--- src/rtl/gamepad_pmod_rx.sv ---
// rtl/gamepad_pmod_rx.sv - Gamepad Pmod serial receiver with frame validation and presence timeout
// Optional: define GAMEPAD_PMOD_RX_DEBOUNCE_EN to commit only two identical consecutive frames.
module gamepad_pmod_rx #(
  parameter int NBITS          = 12,
  parameter int TIMEOUT_CYCLES = 2500000
) (
  input  logic             i_clk,
  input  logic             i_reset,
  input  logic             i_pmod_data,
  input  logic             i_pmod_clk,
  input  logic             i_pmod_latch,
  output logic [NBITS-1:0] o_buttons,
  output logic             o_present,
  output logic             o_frame_strobe,
  output logic             o_frame_error
);

  localparam int CW = $clog2(NBITS + 1);
  localparam int TW = $clog2(TIMEOUT_CYCLES + 1);
  localparam logic [CW-1:0] FULL_COUNT = CW'(NBITS);
  localparam logic [TW-1:0] TIMEOUT_MAX = TW'(TIMEOUT_CYCLES);

  logic [1:0]       r_data_sync;
  logic [2:0]       r_pclk_sync;
  logic [2:0]       r_latch_sync;
  logic             r_data_d;
  logic             r_pclk_rise;
  logic             r_latch_rise;
  logic [NBITS-1:0] r_shift;
  logic [CW-1:0]    r_count;
  logic [TW-1:0]    r_timeout;

  logic [NBITS-1:0] w_shift;
  logic [CW-1:0]    w_count;
  logic             w_accept;
  logic             w_error;
  logic             w_commit;
  logic             w_all_ones;

  // Shift is applied before the latch is evaluated, so a coincident clock edge counts toward the frame.
  always_comb begin
    w_shift    = r_shift;
    w_count    = r_count;
    if (r_pclk_rise) begin
      w_shift = {r_shift[NBITS-2:0], r_data_d};
      if (r_count != FULL_COUNT) w_count = r_count + CW'(1);
    end
    w_accept   = r_latch_rise && (w_count == FULL_COUNT);
    w_error    = r_latch_rise && (w_count != FULL_COUNT);
    w_all_ones = &w_shift;
  end

`ifdef GAMEPAD_PMOD_RX_DEBOUNCE_EN
  logic [NBITS-1:0] r_prev_frame;

  assign w_commit = w_accept && (w_shift == r_prev_frame);

  always_ff @(posedge i_clk) begin
    if (i_reset) r_prev_frame <= '0;
    else if (w_accept) r_prev_frame <= w_shift;
  end
`else
  assign w_commit = w_accept;
`endif

  always_ff @(posedge i_clk) begin
    if (i_reset) begin
      r_data_sync    <= '0;
      r_pclk_sync    <= '0;
      r_latch_sync   <= '0;
      r_data_d       <= 1'b0;
      r_pclk_rise    <= 1'b0;
      r_latch_rise   <= 1'b0;
      r_shift        <= '0;
      r_count        <= '0;
      r_timeout      <= TIMEOUT_MAX;
      o_buttons      <= '0;
      o_present      <= 1'b0;
      o_frame_strobe <= 1'b0;
      o_frame_error  <= 1'b0;
    end else begin
      r_data_sync  <= {r_data_sync[0], i_pmod_data};
      r_pclk_sync  <= {r_pclk_sync[1:0], i_pmod_clk};
      r_latch_sync <= {r_latch_sync[1:0], i_pmod_latch};
      // Data is delayed alongside the registered edge pulses to stay aligned with them.
      r_data_d     <= r_data_sync[1];
      r_pclk_rise  <= r_pclk_sync[1] & ~r_pclk_sync[2];
      r_latch_rise <= r_latch_sync[1] & ~r_latch_sync[2];

      r_shift <= w_shift;
      r_count <= r_latch_rise ? '0 : w_count;

      o_frame_strobe <= w_commit;
      o_frame_error  <= w_error;

      if (w_accept) r_timeout <= TIMEOUT_MAX;
      else if (r_timeout != '0) r_timeout <= r_timeout - TW'(1);

      if (w_commit) begin
        o_buttons <= w_all_ones ? '0 : w_shift;
        o_present <= ~w_all_ones;
      end else if (!w_accept && r_timeout == TW'(1)) begin
        o_buttons <= '0;
        o_present <= 1'b0;
      end
    end
  end

endmodule

--- config.mk ---
export PLATFORM = sky130hd
export DESIGN_NAME = gamepad_pmod_rx
export DESIGN_NICKNAME = d
export VERILOG_FILES = /design/src/rtl/gamepad_pmod_rx.sv
export SDC_FILE = /design/constraint.sdc
export NUM_CORES = 1
export LEC_CHECK = 0
export CAP_MARGIN = 40
export CELL_PAD_IN_SITES_DETAIL_PLACEMENT = 0
export CELL_PAD_IN_SITES_GLOBAL_PLACEMENT = 1
export CORE_MARGIN = 1
export CORE_UTILIZATION = 40
export CTS_BUF_LIST = sky130_fd_sc_hd__clkbuf_8
export DETAILED_ROUTE_END_ITERATION = 10
export PLACE_DENSITY = 0.72
export SYNTH_ARGS = -nofsm -noshare
export SYNTH_HDL_FRONTEND = slang
export SYNTH_SLANG_ARGS = --single-unit
--- constraint.sdc ---
create_clock -name i_clk -period 5.2 [get_ports i_clk]
set_clock_uncertainty 0.2 [all_clocks]
set_input_delay 0.78 -clock i_clk [delete_from_list [all_inputs] [get_ports i_clk]]
set_output_delay 0.78 -clock i_clk [all_outputs]
set_load 0.03 [all_outputs]
==> flow_summary_export.csv, run 1 <==
group,metric,value,unit
status,outcome,"finished with violations",
status,violations,"design-rule violations",
clock_network,cts.sinks,64,
yosys,synth_fp_nets,288,
route,final_antenna_net_count,0,
pwr,irDropWorstVdd,0.1723,mV
global_route,grt_pass1_vias,1922,
global_route,grt_max_degree,32,
global_route,grt_pass1_wl,9.142,mm
route,totalWireLength,5.126,mm
timing,maxSlewViolCount,0,
clock_network,cts_tree,"done",
layout,n_antenna_cell,0,
place,hpwlAfterDp,3.472,mm
layout,fin_util,0.4938,
timing,fin_tns_setup,0,ns
layout,fillCellCount,623,
place,place_area,0.002993,mm^2
clock_network,h-tree-depth,3,
layout,synthToLayoutAreaGrowth,17.57,%
yosys,ys.flop_type,"dfxtp_1",
floorplan,ioPinCount,20,
layout,final_nets,310,
timing,max_slew_margin,0.5823,
clock_network,clk_latency,0.34,ns
route,route.detailed.drc,7,
yosys,yosysWarnings,0,
floorplan,die-area,0.007115,mm^2
timing,rsz0062_at_grt,"no",
clock_network,cts_buffers,9,
worst_hold_path,worstHoldPathType,"reg -> reg",
route,post_drt_wl_per_cell,13.38,um
yosys,yosysSeqAreaShare,0.4723,
flow_run,maxCapViolations,0,
worst_setup_path,path_class,"reg -> reg",
timing,setup_viol,0,
clock_network,hold_buffers,0,
yosys,syn_area,0.002713,mm^2
layout,drive_gt1_frac,0.1144,
floorplan,num_rows,29,
timing,worst_pin_slew,0.6247,ns
yosys,synth.distinct_cells,54,
yosys,synth_cells,279,
route,first_iter_violations,91,
clock_network,ctsLongestPathBuffers,2,
layout,ff_latch_area,0.001281,mm^2
layout,finalInstanceArea,0.003189,mm^2
floorplan,start_util,0.4200,
timing,min_period,2.509,ns
pwr,power_density,315.0,mW/mm^2
timing,hold_viol,0,
pwr,power_leakage,1.028,nW
timing,fmax,0.3985,GHz
worst_setup_path,cp_data_arrival_time,2.51,ns
clock_network,cts_resized,0,
yosys,ys_async_sr_fraction,0,
global_route,grt_use_total,0.1642,
layout,multi_input_area,0.001349,mm^2
place,gp_congestion,0.7576,
clock_network,cts_root_buf,"clkbuf_8",
clock_network,cts_setup_buffers,0,
yosys,ys_seq_elements,64,
yosys,synth_edf_count,0,
floorplan,core-area,0.006459,mm^2
route,vias_per_cell,5.117,
worst_setup_path,required,5.20,ns
floorplan,die_w,84.35,um
worst_setup_path,path_max_fanout,13,
place,portBuffers,19,
global_route,antenna_found_initial,0,
clock_network,clkTransAtPathRegs,0.08,ns
floorplan,die-height,84.35,um
worst_setup_path,start_kind,"flip-flop",
timing,period_share,0.4826,
global_route,grt_overflow,0,
worst_setup_path,endpoint_kind,"flip-flop",
route,drt_first_pass_iters,7,
route,vias,1960,
yosys,avgSynthCellArea,9.723,um^2
-- metrics by stage --
step / total power [mW] / hold slack [ns] / setup slack, ns / std cells
finish: 1.005 / 0.1879 / 2.691 / 383
global placement: 0.5911 / 0.1750 / 2.132 / 365
CTS: 1.020 / 0.1905 / 2.653 / 383
global route: 1.055 / 0.2068 / 2.440 / 383
detailed placement: 0.5937 / 0.1807 / 2.674 / 367
floorplan: 0.5758 / 0.1674 / 3.059 / 279
-- critical path, stage by stage (launching register included) --
cell and delay (ns):
dfxtp_1 0.36, inv_1 0.12, ha_1 0.23, nor3b_1 0.23
nand4_1 0.53, o2111ai_1 0.45, xor2_1 0.18, nand2_1 0.06
-- power by group --
part / total (mW) / switching, mW / internal [mW]
Clock: 0.423 / 0.201 / 0.222
Combinational: 0.0597 / 0.0314 / 0.0283
Sequential: 0.522 / 0.0194 / 0.503
Total: 1.00 / 0.252 / 0.753
-- sequential cells by signal (all words and copies together) (netlist names) --
signal	cells
r_pclk_sync	3
r_count	4
o_frame_error	1
r_latch_sync	3
r_latch_rise	1
o_present	1
r_pclk_rise	1
r_shift	12
o_frame_strobe	1
r_data_sync	2
o_buttons	12
r_timeout	22
r_data_d	1
-- placed cells by master (no fill, tap or decap), types with 4 or more instances in the layout --
cell | Yosys | routed
o211ai_1 | 6 | 6
nand2_1 | 17 | 17
dfxtp_1 | 64 | 64
clkbuf_8 | 0 | 9
ha_1 | 4 | 4
nand3_1 | 6 | 6
xor2_1 | 14 | 14
a21oi_1 | 5 | 5
inv_1 | 6 | 7
nor3b_1 | 4 | 4
nor3_1 | 10 | 10
o21ai_0 | 7 | 7
clkdlybuf4s50_1 | 0 | 19
o2bb2ai_1 | 10 | 10
nor2_1 | 35 | 35
nor2b_1 | 13 | 13
nand4_1 | 7 | 7
mux2i_1 | 13 | 13
-- logic make-up (layout without fill, tap and decap cells) --
family | Yosys count | after routing | share of synthesized area
AO/OA/AOI/OAI | 48 | 48 | 0.1402
XOR/XNOR | 16 | 16 | 0.05166
adder cells (fa/ha/maj) | 4 | 4 | 0.01845
buffers and inverters | 18 | 45 | 0.03044
flip-flops | 64 | 64 | 0.4723
multiplexers | 13 | 13 | 0.04797
AND/OR/NAND/NOR | 116 | 116 | 0.2389
-- final cells by class --
| type | count | area share |
|---|---|---|
| multi-input cells | 197 | 0.4229 |
| flip-flops and latches | 64 | 0.4017 |
| repair buffers | 23 | 0.07650 |
| clock inverters | 7 | 0.02275 |
| well taps | 77 | 0.03021 |
| inverters | 6 | 0.007062 |
| clock buffers | 9 | 0.03884 |
-- worst paths after layout --
kind                    from             to  slack, ns  cells past startpoint
max             r_timeout[0]  r_timeout[17]       2.69                      7
min reg2reg  r_latch_sync[2]   r_latch_rise       0.19                      1
min          r_latch_sync[2]   r_latch_rise       0.19                      1
max reg2reg     r_timeout[0]  r_timeout[17]       2.69                      7
-- routing by layer --
layer  GRT usage  wire length (um)  vias to the layer above
met1      0.2153              2643                      903
met3     0.05211               172                       10
met2      0.2504              2231                       18
li1            -                 -                     1029
met5           0                 0                        -
met4     0.06934                79                        0
-- cells in the mapped netlist, drive strengths merged, types with 2 or more instances --
cell type | n | area share
or3 | 3 | 0.0088
nand2b | 3 | 0.0069
xor2 | 14 | 0.045
a22o | 2 | 0.0065
nor4 | 6 | 0.026
buf | 7 | 0.015
inv | 6 | 0.0083
nand3 | 6 | 0.011
a21oi | 6 | 0.012
nor4b | 2 | 0.012
dfxtp | 64 | 0.47
a2111oi | 2 | 0.0088
a21boi | 2 | 0.0055
nand4 | 7 | 0.016
nor3 | 11 | 0.022
clkbuf | 5 | 0.0069
a211oi | 2 | 0.0074
nand2 | 18 | 0.026
mux2i | 13 | 0.048
o211ai | 7 | 0.021
nor3b | 4 | 0.011
or2 | 3 | 0.0069
nor2b | 13 | 0.030
nor2 | 35 | 0.048
o2111ai | 3 | 0.0097
o21ai | 9 | 0.021
xnor2 | 2 | 0.0065
o2bb2ai | 10 | 0.032
ha | 4 | 0.018
Power figures use the tool's default switching activity.
==> run 2, diff against run 1 <==
clock period = 2.55 ns   (was 5.2 ns; I/O delays follow)
==> run 2 against run 1 <==
Net effect:
- combinational power is 110% higher
- sequential power is 100% higher
- first-iteration DRC count is 18% lower
- utilization grew 0.77 points
- hold slack lost 0.0065 ns
- via count increased by 3.6%
- fmax is 7.2% higher
- non-clock buffer count is 5 higher
- clock power is 140% higher
- global-route usage is 0.45 points lower
- the flow still finishes with violations (design-rule violations)
- final area is 1.6% higher
==> flow_summary_export.csv, run 2 (synthesis results as in run 1) <==
group,metric,value,unit
clock_network,cts_root_buf,"clkbuf_8",
clock_network,cts_buffers,9,
pwr,power_leakage,1.068,nW
worst_setup_path,path_class,"reg -> reg",
pwr,irDropWorstVdd,0.3044,mV
global_route,grt_max_degree,22,
worst_setup_path,endpoint_kind,"flip-flop",
floorplan,core-area,0.006459,mm^2
worst_setup_path,rr_startpoint,"r_count[0]",
clock_network,cts_setup_buffers,0,
clock_network,ctsLongestPathBuffers,2,
timing,min_period,2.340,ns
route,final_antenna_net_count,0,
timing,setup_viol,0,
timing,fmax,0.4273,GHz
timing,maxSlewViolCount,0,
status,violations,"design-rule violations",
route,vias,2031,
route,topRoutingLayerUsed,"met4",
clock_network,cts.sinks,64,
global_route,grt_overflow,0,
layout,reg.largest.list,"r_timeout: 22 flops, o_buttons: 12 flops, r_shift: 12 flops",
pwr,power_density,676.1,mW/mm^2
timing,fin_tns_setup,0,ns
worst_hold_path,worstHoldPathType,"reg -> reg",
clock_network,cts_tree,"done",
layout,synthToLayoutAreaGrowth,19.42,%
route,drt_first_pass_iters,7,
route,first_iter_violations,75,
floorplan,die_w,84.35,um
floorplan,num_rows,29,
timing,period_share,0.9178,
layout,final_cell_mix,"dfxtp_1, nor2_1, clkdlybuf4s50_1",
layout,mostFrequentLayoutCell,"dfxtp_1",
route,wl_met2,2.491,mm
timing,fin_ws,0.2096,ns
place,dp_slack,0.2371,ns
floorplan,die-height,84.35,um
floorplan,ioPinCount,20,
clock_network,clk_latency,0.34,ns
layout,n_antenna_cell,0,
worst_hold_path,holdCritStartpoint,"r_latch_sync[2]",
route,post_drt_wl_per_cell,13.67,um
timing,worst_pin_slew,0.5191,ns
layout,regMostFlops,"r_timeout",
place,portBuffers,19,
pwr,clkPwrFrac,0.458,
floorplan,die-area,0.007115,mm^2
global_route,antenna_found_initial,0,
place,hpwlAfterDp,3.653,mm
floorplan,start_util,0.4200,
pwr,switching_share,0.2204,
clock_network,h-tree-depth,3,
timing,hold_viol,0,
global_route,grt_pass1_vias,1888,
clock_network,cts_resized,0,
worst_setup_path,cp_data_arrival_time,2.38,ns
clock_network,hold_buffers,0,
worst_setup_path,start_kind,"flip-flop",
route,vias_per_cell,5.235,
route,m1WireLength,2.488,mm
clock_network,clkTransAtPathRegs,0.07,ns
global_route,grt_use_total,0.1597,
route,wl_met3,244,um
pwr,intPower,1.707,mW
timing,rsz0062_at_grt,"no",
place,gp_congestion,0.8306,
worst_setup_path,startpoint,"r_count[0]",
route,route.detailed.drc,6,
pwr,switchingPower,0.4826,mW
status,outcome,"finished with violations",
layout,drive_gt1_frac,0.1254,
layout,largest_reg_flops,22,
layout,final_nets,315,
pwr,comb_power_share,0.056,
worst_setup_path,required,2.59,ns
pwr,seqPwrFrac,0.486,
flow_run,maxCapViolations,0,
route,totalWireLength,5.305,mm
timing,max_slew_margin,0.6525,
worst_setup_path,path_max_fanout,12,
global_route,grt_pass1_wl,8.776,mm
-- run 2: cell count changes in the layout (fill, tap and decap cells not counted), sizes merged --
cell      change
bufinv        +1
clkbuf        +3
clkinvlp      -1
buf           +5
clkinv        -3
-- run 2: worst max-delay path, stage by stage, from the launching register on --
cell      delay, ns
dfxtp_1        0.38
inv_1          0.09
ha_1           0.25
o21ai_0        0.17
nand4_1        0.22
a211oi_2       0.41
nor3_1         0.09
buf_4          0.19
a22o_1         0.23
-- run 2: stage by stage --
stage | cells | area [um^2] | power (mW) | hold WS (ns) | util
global placement | 372 | 3007 | 1.210 | 0.1735 | 0.4655
CTS | 388 | 3239 | 2.219 | 0.1834 | 0.5016
global route | 388 | 3239 | 2.276 | 0.1907 | 0.5016
floorplan | 279 | 2713 | 1.174 | 0.1674 | -
finish | 388 | 3239 | 2.190 | 0.1814 | 0.5016
detailed placement | 372 | 3007 | 1.210 | 0.1734 | 0.4655
-- run 2: path summary, 6_finish.rpt --
path	cells past startpoint	end	slack, ns
min	1	r_latch_rise	0.18
max reg2reg	8	o_buttons[5]	0.21
min reg2reg	1	r_latch_rise	0.18
max	8	o_buttons[5]	0.21
-- run 2: power by group through the flow --
stage          clock (mW)  sequential (mW)  combinational (mW)
5_1_grt              1.07             1.07               0.138
6_report             1.00             1.06               0.123
4_1_cts              1.03             1.06               0.124
3_5_place_dp            0             1.09               0.123
3_3_place_gp            0             1.09               0.122
2_1_floorplan           0             1.08              0.0988
-- run 2: cell type report --
cell class,instances,area (um^2)
well taps,77,96.34
clock buffers,12,165.2
inverters,6,22.52
clock inverters,4,67.56
flip-flops and latches,64,1281
fillers,619,3219
multi-input cells,197,1349
repair buffers,28,257.7
-- run 2: routing by layer --
layer	vias up	GRT usage
li1	1045	-
met1	947	0.1812
met2	30	0.2683
met3	9	0.06588
met4	0	0.06317
met5	-	0
==> run 3, diff against run 2 <==
HOLD_SLACK_MARGIN = 0.12   (was default)
PLACE_DENSITY = 0.73   (was 0.72)
==> run 3 against run 2 <==
Net effect:
- the run still ends with design-rule violations left
- non-clock buffer count unchanged
- hold slack worse by 0.00073 ns
- register-to-register slack better by 0.03 ns
- setup slack better by 0.028 ns
- cell count unchanged
- wire length down 0.87%
- power down 10%
- global-route usage up 0.58 points
- first-iteration DRC count down 15%
- combinational power about the same
- sequential power about the same
- largest cell class unchanged
==> flow_summary_export.csv, run 3 (synthesis results as in run 1) <==
group,metric,value,unit
clock_network,h-tree-depth,3,
layout,synthToLayoutAreaGrowth,17.48,%
route,vias_per_cell,5.191,
route,wl_met3,230,um
pwr,switchingPower,0.5006,mW
layout,drive_gt1_frac,0.1318,
route,m1WireLength,2.595,mm
timing,fmax,0.4324,GHz
timing,fin_tns_setup,0,ns
layout,largest_reg_flops,22,
worst_setup_path,start_kind,"flip-flop",
clock_network,ctsLongestPathBuffers,2,
clock_network,cts_buffers,9,
global_route,grt_use_total,0.1655,
route,vias,2014,
worst_hold_path,worstHoldPathType,"reg -> reg",
worst_setup_path,path_class,"reg -> reg",
worst_setup_path,crit_slowest_cell,"dfxtp_1",
pwr,power_leakage,1.032,nW
floorplan,start_util,0.4200,
worst_setup_path,crit_chain,"inv_1 -> ha_1 -> mux2i_1 -> o211ai_2 -> a211oi_2 -> nor3_1 -> buf_4 -> a22o_1",
route,drt_first_pass_iters,7,
clock_network,cts.sinks,64,
layout,final_nets,315,
timing,rsz0062_at_grt,"yes",
pwr,totalPowerFinal,1.964,mW
global_route,grt_overflow,0,
worst_setup_path,cp_data_arrival_time,2.35,ns
route,final_antenna_net_count,0,
layout,reg.largest.list,"r_timeout: 22 flops, o_buttons: 12 flops, r_shift: 12 flops",
place,dp_slack,0.2526,ns
timing,maxSlewViolCount,0,
flow_run,maxCapViolations,0,
pwr,comb_power_share,0.061,
worst_setup_path,required,2.58,ns
route,wl_met2,2.377,mm
clock_network,cts_tree,"done",
clock_network,clkTransAtPathRegs,0.07,ns
clock_network,clk_latency,0.33,ns
pwr,irDropWorstVdd,0.3141,mV
clock_network,cts_setup_buffers,0,
route,first_iter_violations,64,
timing,min_period,2.313,ns
timing,max_slew_margin,0.6030,
global_route,grt_pass1_vias,1906,
timing,period_share,0.9069,
pwr,power_density,616.2,mW/mm^2
route,totalWireLength,5.259,mm
pwr,intPower,1.463,mW
floorplan,core-area,0.006459,mm^2
status,violations,"design-rule violations",
floorplan,ioPinCount,20,
place,portBuffers,19,
floorplan,num_rows,29,
timing,fin_ws,0.2374,ns
timing,worst_pin_slew,0.5929,ns
layout,n_antenna_cell,0,
pwr,switching_share,0.2549,
floorplan,die-height,84.35,um
place,gp_congestion,0.7557,
floorplan,die-area,0.007115,mm^2
route,post_drt_wl_per_cell,13.55,um
status,outcome,"finished with violations",
route,topRoutingLayerUsed,"met4",
pwr,seqPwrFrac,0.542,
worst_setup_path,cpPeakStageDelay,0.39,ns
timing,hold_viol,0,
layout,mostFrequentLayoutCell,"dfxtp_1",
route,route.detailed.drc,4,
floorplan,die_w,84.35,um
global_route,antenna_found_initial,0,
layout,final_cell_mix,"dfxtp_1, nor2_1, clkdlybuf4s50_1",
timing,setup_viol,0,
place,hpwlAfterDp,3.669,mm
worst_setup_path,path_max_fanout,12,
global_route,grt_pass1_wl,9.259,mm
clock_network,cts_root_buf,"clkbuf_8",
pwr,clkPwrFrac,0.397,
layout,fin_util,0.4934,
layout,regMostFlops,"r_timeout",
worst_setup_path,endpoint_kind,"flip-flop",
global_route,grt_max_degree,22,
run 3: cell types whose count changed in the layout (fill, tap and decap cells not counted):
cell        delta
bufinv_16      -2
clkinv_4       +1
inv_1          -2
clkbuf_8       -2
clkinv_2       +2
clkinvlp_4     +2
inv_6          +1
run 3: per-stage QoR:
stage | cell area, um^2 | hold WS (ns) | cells
after CTS | 3187 | 0.1813 | 388
after global placement | 3007 | 0.1717 | 372
after floorplan | 2713 | 0.1674 | 279
after global routing | 3187 | 0.1929 | 388
final | 3187 | 0.1807 | 388
after detailed placement | 3007 | 0.1756 | 372
run 3: what timing repair did:
item / CTS / global route
hold endpoints to repair: 0 / 0
hold buffers: 0 / 0
gates resized for setup: 0 / 0
setup endpoints to repair: 0 / 1
run 3: per-layer routing:
| layer | vias to the layer above | global-route usage |
|---|---|---|
| li1 | 1036 | - |
| met1 | 939 | 0.2145 |
| met2 | 34 | 0.2586 |
| met3 | 5 | 0.05408 |
| met4 | 0 | 0.06009 |
| met5 | - | 0 |
run 3: final timing paths:
| path | start | endpoint | slack [ns] | cells past startpoint |
|---|---|---|---|---|
| max reg2reg | r_count[0] | o_buttons[5] | 0.24 | 8 |
| max | r_count[0] | o_buttons[5] | 0.24 | 8 |
| min | r_latch_sync[2] | r_latch_rise | 0.18 | 1 |
| min reg2reg | r_latch_sync[2] | r_latch_rise | 0.18 | 1 |
run 3: critical path, delay by kind of cell (launching register included):
family                   cells  cell delay, ns
adder cells (fa/ha/maj)      1            0.29
AND/OR/NAND/NOR              1            0.09
buffers and inverters        2            0.28
multiplexers                 1            0.22
flip-flops                   1            0.39
AO/OA/AOI/OAI                3            0.74
run 3: power by group through the flow:
| stage | logic [mW] | clock network (mW) | registers, mW |
|---|---|---|---|
| final | 0.120 | 0.779 | 1.06 |
| after global routing | 0.135 | 0.855 | 1.07 |
| after CTS | 0.122 | 0.802 | 1.06 |
| after detailed placement | 0.122 | 0 | 1.09 |
| after global placement | 0.121 | 0 | 1.09 |
| after floorplan | 0.0988 | 0 | 1.08 |
run 3: area by class of cell:
cell class / count / area [um^2]
timing repair buffer: 28 / 257.7
clock buffer: 10 / 137.6
multi-input combinational: 197 / 1349
inverter: 6 / 22.52
clock inverter: 6 / 42.54
sequential: 64 / 1281
tap: 77 / 96.34
fill: 625 / 3272
